### config.mk
export PLATFORM = sky130hd
export DESIGN_NAME = bus_arbiter
export DESIGN_NICKNAME = d
export VERILOG_FILES = /design/src/rtl/bus_arbiter.sv
export SDC_FILE = /design/constraint.sdc
export NUM_CORES = 1
export LEC_CHECK = 0
export CORE_AREA = 5 5 42 44
export CTS_BUF_LIST = sky130_fd_sc_hd__clkbuf_4
export CTS_CLUSTER_DIAMETER = 80
export DETAILED_ROUTE_END_ITERATION = 8
export DIE_AREA = 0 0 47 49
export GPL_ROUTABILITY_DRIVEN = 0
export GPL_TIMING_DRIVEN = 0
export PLACE_DENSITY = 0.68
export SETUP_SLACK_MARGIN = 0.02
export SLEW_MARGIN = 20
export SYNTH_ARGS = -nofsm -noshare
export SYNTH_HDL_FRONTEND = slang
export SYNTH_SLANG_ARGS = --single-unit
### constraint.sdc
create_clock -name clk -period 3.5 [get_ports clk]
set_input_delay 0.525 -clock clk [delete_from_list [all_inputs] [get_ports clk]]
set_output_delay 0.525 -clock clk [all_outputs]
set_load 0.02 [all_outputs]
### src/rtl/bus_arbiter.sv
// Four-master round-robin bus arbiter, active-low req_/grnt_, registered outputs.
// Define ARB_QUANTUM_EN to enable hold-quantum preemption (QUANTUM, CNT_W).
module bus_arbiter #(
   parameter int QUANTUM = 16,
   parameter int CNT_W   = 5
) (
   input  logic       clk,
   input  logic       rst,
   input  logic [3:0] req_,
   output logic [3:0] grnt_,
   output logic [1:0] owner,
   output logic       bus_busy,
   output logic       preempt
);

   localparam logic IDLE  = 1'b0;
   localparam logic OWNED = 1'b1;

   logic       state;
   logic       state_nxt;
   logic [1:0] owner_nxt;
   logic [3:0] grnt_nxt;
   logic [2:0] pick_all;
   logic [2:0] pick_oth;

   // Round-robin pick starting after base; base itself is the last candidate.
   // Result is {found, index}.
   function automatic logic [2:0] rr_pick(
      input logic [3:0] rq,
      input logic [1:0] base,
      input logic       incl
   );
      logic [2:0] res;
      logic [1:0] c;
      res = 3'b000;
      if (incl && !rq[base])
         res = {1'b1, base};
      for (int k = 3; k >= 1; k--) begin
         c = base + 2'(k);
         if (!rq[c])
            res = {1'b1, c};
      end
      return res;
   endfunction

   assign pick_all = rr_pick(req_, owner, 1'b1);
   assign pick_oth = rr_pick(req_, owner, 1'b0);

`ifdef ARB_QUANTUM_EN
   logic [CNT_W-1:0] hold;
   logic [CNT_W-1:0] hold_nxt;
   logic             preempt_nxt;
   logic             at_quantum;

   assign at_quantum = (hold == CNT_W'(QUANTUM - 1));
`else
   logic unused_cfg;

   assign unused_cfg = (QUANTUM > CNT_W);
   assign preempt    = 1'b0;
`endif

   // Next grant decision: idle pickup, release handover, quantum preemption.
   always_comb begin
      state_nxt = state;
      owner_nxt = owner;
`ifdef ARB_QUANTUM_EN
      hold_nxt    = hold;
      preempt_nxt = 1'b0;
`endif
      case (state)
         IDLE: begin
            if (pick_all[2]) begin
               state_nxt = OWNED;
               owner_nxt = pick_all[1:0];
`ifdef ARB_QUANTUM_EN
               hold_nxt  = '0;
`endif
            end
         end
         default: begin
            if (req_[owner]) begin
`ifdef ARB_QUANTUM_EN
               hold_nxt = '0;
`endif
               if (pick_oth[2])
                  owner_nxt = pick_oth[1:0];
               else
                  state_nxt = IDLE;
            end else begin
`ifdef ARB_QUANTUM_EN
               if (at_quantum && pick_oth[2]) begin
                  owner_nxt   = pick_oth[1:0];
                  hold_nxt    = '0;
                  preempt_nxt = 1'b1;
               end else if (!at_quantum) begin
                  hold_nxt = hold + CNT_W'(1);
               end
`endif
            end
         end
      endcase
      grnt_nxt = (state_nxt == OWNED) ? ~(4'b0001 << owner_nxt) : 4'b1111;
   end

   // Registered grant, owner and busy flag; reset drops all grants at once.
   always_ff @(posedge clk or negedge rst) begin
      if (!rst) begin
         state    <= IDLE;
         owner    <= 2'd0;
         grnt_    <= 4'b1111;
         bus_busy <= 1'b0;
      end else begin
         state    <= state_nxt;
         owner    <= owner_nxt;
         grnt_    <= grnt_nxt;
         bus_busy <= ~&grnt_nxt;
      end
   end

`ifdef ARB_QUANTUM_EN
   // Hold counter and one-cycle preempt pulse.
   always_ff @(posedge clk or negedge rst) begin
      if (!rst) begin
         hold    <= '0;
         preempt <= 1'b0;
      end else begin
         hold    <= hold_nxt;
         preempt <= preempt_nxt;
      end
   end
`endif

endmodule

==> results by group <==
Synth
  • Post-Syn Instances: 51
  • Post-synthesis average cell area: 9.94 um2
  • Fraction of the mapped netlist area in adder cells: 0%
  • Top post-synthesis cells by area: sky130_fd_sc_hd__dfstp_2 21%, sky130_fd_sc_hd__dfrtp_1 20%, sky130_fd_sc_hd__or4b_1 4.0%
  • Post-synthesis share of cell area spent on xor and xnor gates: 0%
  • Cell area after technology mapping: 507 um2
  • Yosys top cell area share: 20.7%
  • Post-synth ARST share: 100%
  • Main combinational cell family by area after synthesis: compound AO/OA/AOI/OAI gates
  • Synth warn: 0
  • Number of nets produced by synthesis: 57
  • Simple-Gate Fraction of Synth Area: 20.2%
  • Main synth FF type: sky130_fd_sc_hd__dfstp_2
  • Distinct cell type count after synthesis: 31
  • Yosys top cell by area: sky130_fd_sc_hd__dfstp_2
  • Sequential cell area fraction in the yosys report: 40.5%
  • Multiplexer share of the synthesized area: 1.98%
  • Post-synth EDFFs: 0
  • #FFs+latches synth: 8
  • Synth Area in Compound Gates: 26.9%

Clock tree
  • Sink Count: 8
  • Clock transition at path regs: 60 ps
  • Clock insertion delay at the later pin of the skew report: 250 ps
  • Number of buffers added to fix hold violations after cts: 0
  • Inserted Clock Buffers: 3
  • Gates resized, CTS repair: 0
  • Clock tree from TritonCTS: done
  • Post-CTS setup-driven buffer insertion count: 0
  • Largest buffer count on any clock path: 2
  • Cell at the root of the clock tree: sky130_fd_sc_hd__clkbuf_4
  • Number of levels the H-tree was split into: 1

Power and ir drop
  • Max rail drop VDD: 0.463 mV
  • Reported leakage power: 0.261 nW
  • Reported net switching power: 0.000174 W
  • Flop pwr share: 31.2%
  • Pwr dens: 742 nW/um2
  • Combinational fraction of design power: 51.6%
  • Proportion of power drawn by the clock network: 17.2%
  • Sw frac: 36.3%
  • Internal power of the cells: 0.000306 W

Worst hold path
  • Worst hold path class: in -> reg

STA
  • Period utilisation layout: 66.5%
  • RSZ-0062 raised after global routing: false
  • WHS: 502 ps
  • Worst relative slew slack: 65.4%
  • Final max-slew violation count: 0
  • Hold violation count in the final report: 0
  • Final min period: 2330 ps
  • Transition time at the pin with the least slew margin: 517 ps
  • Clk_skew: 7.66 ps
  • Highest attainable clock frequency: 430 MHz
  • Accumulated negative setup slack: 0 ps
  • Final setup violation count: 0

Cells and area
  • Number of filler instances in the final layout: 144
  • Post-layout instance count excluding filler cells: 80
  • Most frequent standard cell in the layout excluding fill and tap cells: sky130_fd_sc_hd__clkdlybuf4s50_1
  • Share of cells above drive strength 1: 25.0%
  • Total number of nets in the final design: 71
  • Commonest cells after routing, fill and taps aside: 9 x sky130_fd_sc_hd__clkdlybuf4s50_1, 4 x sky130_fd_sc_hd__nand2_1, 4 x sky130_fd_sc_hd__dfrtp_1, 4 x sky130_fd_sc_hd__clkbuf_4, 4 x sky130_fd_sc_hd__dfstp_2
  • Area occupied by multi-input gates: 253 um2
  • Antenna Cells: 0
  • Relative area change from synthesis to final layout: 27.7%
  • Sequential cell area: 205 um2

Routing
  • Detailed-routing iteration count for the pre-antenna-repair pass: 4
  • Detailed Route Iter0 Violations: 5
  • Antenna-violating nets left: 0
  • Count of unresolved DRC violations after routing: 0
  • Vias: 435
  • Mean number of vias per cell: 5.44
  • Drt wl/cell: 13.0 um
  • Routed WL: 1.04 mm

Setup path
  • Ordered cell list for the critical path: clkdlybuf4s50_1 > buf_2 > o21bai_1 > a32o_2 > o311a_1 > or4b_1
  • Launch point of the worst path: req_[3]
  • Setup slack, reg-to-reg: 1560 ps
  • Endpoint of the lowest-slack register-to-register path: grnt_[2]$_DFF_PN1_
  • Worst r2r path cells: 5
  • Largest stage delay on the critical path: 540 ps
  • Critical Path Source Type: input pin
  • Setup CP Type: in -> reg
  • Maximum fanout count along the critical path: 10
  • Crit path capture: grnt_[2]$_DFF_PN1_
  • Worst path buffer plus inverter count: 2
  • Worst path depth: 6
  • CP max-delay cell: sky130_fd_sc_hd__or4b_1
  • Endpoint class of the critical path: register
  • Arrival time at the worst endpoint: 2480 ps
  • Reg-to-reg startpoint: owner[1]$_DFF_PN0_
  • Dominant delay contributor by cell family on the critical path: compound AO/OA/AOI/OAI gates
  • Data required time at the worst endpoint: 3660 ps

Floorplanning
  • Starting density of the core: 36.2%
  • Ports: 14
  • Core Footprint: 1400 um2
  • Total die area: 2300 um2
  • Die width: 47 um
  • Die height: 49 um
  • FP Rows: 14

Global routing
  • Overall track demand over capacity in global routing: 9.85%
  • Vias in the first global route: 398
  • Wire length of the first global-routing pass: 1.66 mm
  • Maximum number of pins on one net before global-route repair: 11
  • Total congestion overflow after global routing: 0
  • Antenna violations before repair: 0

Run status
  • Result of the run: complete, no violations

Placement
  • Instance count after placement with tap cells included: 76
  • I/O Buffers: 9
  • DP Wirelength: 742 um

Flow run
  • Number of violations of the max-capacitance limit: 0
[area by class of cell]
| cell class | instances | area share, % |
|---|---|---|
| well taps | 16 | 3.09 |
| repair buffers | 9 | 13.9 |
| flip-flops and latches | 8 | 31.7 |
| plain buffers | 7 | 6.96 |
| multi-input cells | 35 | 39.1 |
| inverters | 1 | 0.580 |
| clock buffers | 4 | 4.64 |
[logic make-up after synthesis]
logic type             after synthesis
AND/OR/NAND/NOR                     16
multiplexers                         1
flip-flops                           8
AO/OA/AOI/OAI                       17
buffers and inverters                8
other                                1
[state kept, by name, summed over array words and instances (netlist names)]
| register | cells |
|---|---|
| bus_busy | 1 |
| owner | 2 |
| grnt_ | 4 |
| state | 1 |
[synthesized netlist by cell type, types with 2 or more instances]
| cell type | number |
|---|---|
| sky130_fd_sc_hd__dfrtp_1 | 4 |
| sky130_fd_sc_hd__dfstp_2 | 4 |
| sky130_fd_sc_hd__nand2_1 | 4 |
| sky130_fd_sc_hd__buf_2 | 3 |
| sky130_fd_sc_hd__nor2b_1 | 3 |
| sky130_fd_sc_hd__o21ai_0 | 3 |
| sky130_fd_sc_hd__buf_4 | 2 |
| sky130_fd_sc_hd__nand4_1 | 2 |
| sky130_fd_sc_hd__o211ai_1 | 2 |
| sky130_fd_sc_hd__o21bai_1 | 2 |
| sky130_fd_sc_hd__or4b_1 | 2 |
[power by group through the flow]
stage / registers [W] / logic [W] / clock network, W
after global placement: 0.000151 / 0.000246 / 0
final: 0.000150 / 0.000247 / 0.0000824
after global routing: 0.000154 / 0.000266 / 0.0000961
after floorplan: 0.000193 / 0.000119 / 0
after detailed placement: 0.000152 / 0.000248 / 0
after CTS: 0.000151 / 0.000249 / 0.0000862
[metal layers]
metal,track usage (%),vias up,part of all wire [%]
met1,12.8,208,46
met2,13.8,10,47
li1,-,217,-
met3,6.64,0,6.5
met4,1.38,0,0
met5,0,-,0
[worst register-to-register path, delay by kind of cell (launching register included)]
| family | cells | cell delay [ps] |
|---|---|---|
| compound gates | 2 | 570 |
| flops | 1 | 410 |
| buf+inv | 1 | 180 |
| simple gates | 2 | 670 |
[per-stage QoR]
stage | power [W] | setup slack [ps] | instance area [um2] | utilization [%]
finish | 0.000480 | 1170 | 647 | 46.2
global route | 0.000516 | 1130 | 647 | 46.2
CTS | 0.000486 | 1170 | 647 | 46.2
detailed placement | 0.000400 | 918 | 617 | 44.0
global placement | 0.000397 | 929 | 617 | 44.0
floorplan | 0.000312 | 1490 | 507 | -
[worst min-delay path by stage]
stage          slack [ps]                  to       startpoint  depth (start not counted)
2_1_floorplan         230  bus_busy$_DFF_PN0_              rst                          0
3_3_place_gp          750  grnt_[3]$_DFF_PN1_  state$_DFF_PN0_                          2
3_5_place_dp          750  grnt_[3]$_DFF_PN1_  state$_DFF_PN0_                          2
4_1_cts               500  bus_busy$_DFF_PN0_          req_[0]                          2
5_1_grt               490  bus_busy$_DFF_PN0_          req_[0]                          2
6_report              500  bus_busy$_DFF_PN0_          req_[0]                          2
(Power assumes the default switching activity.)
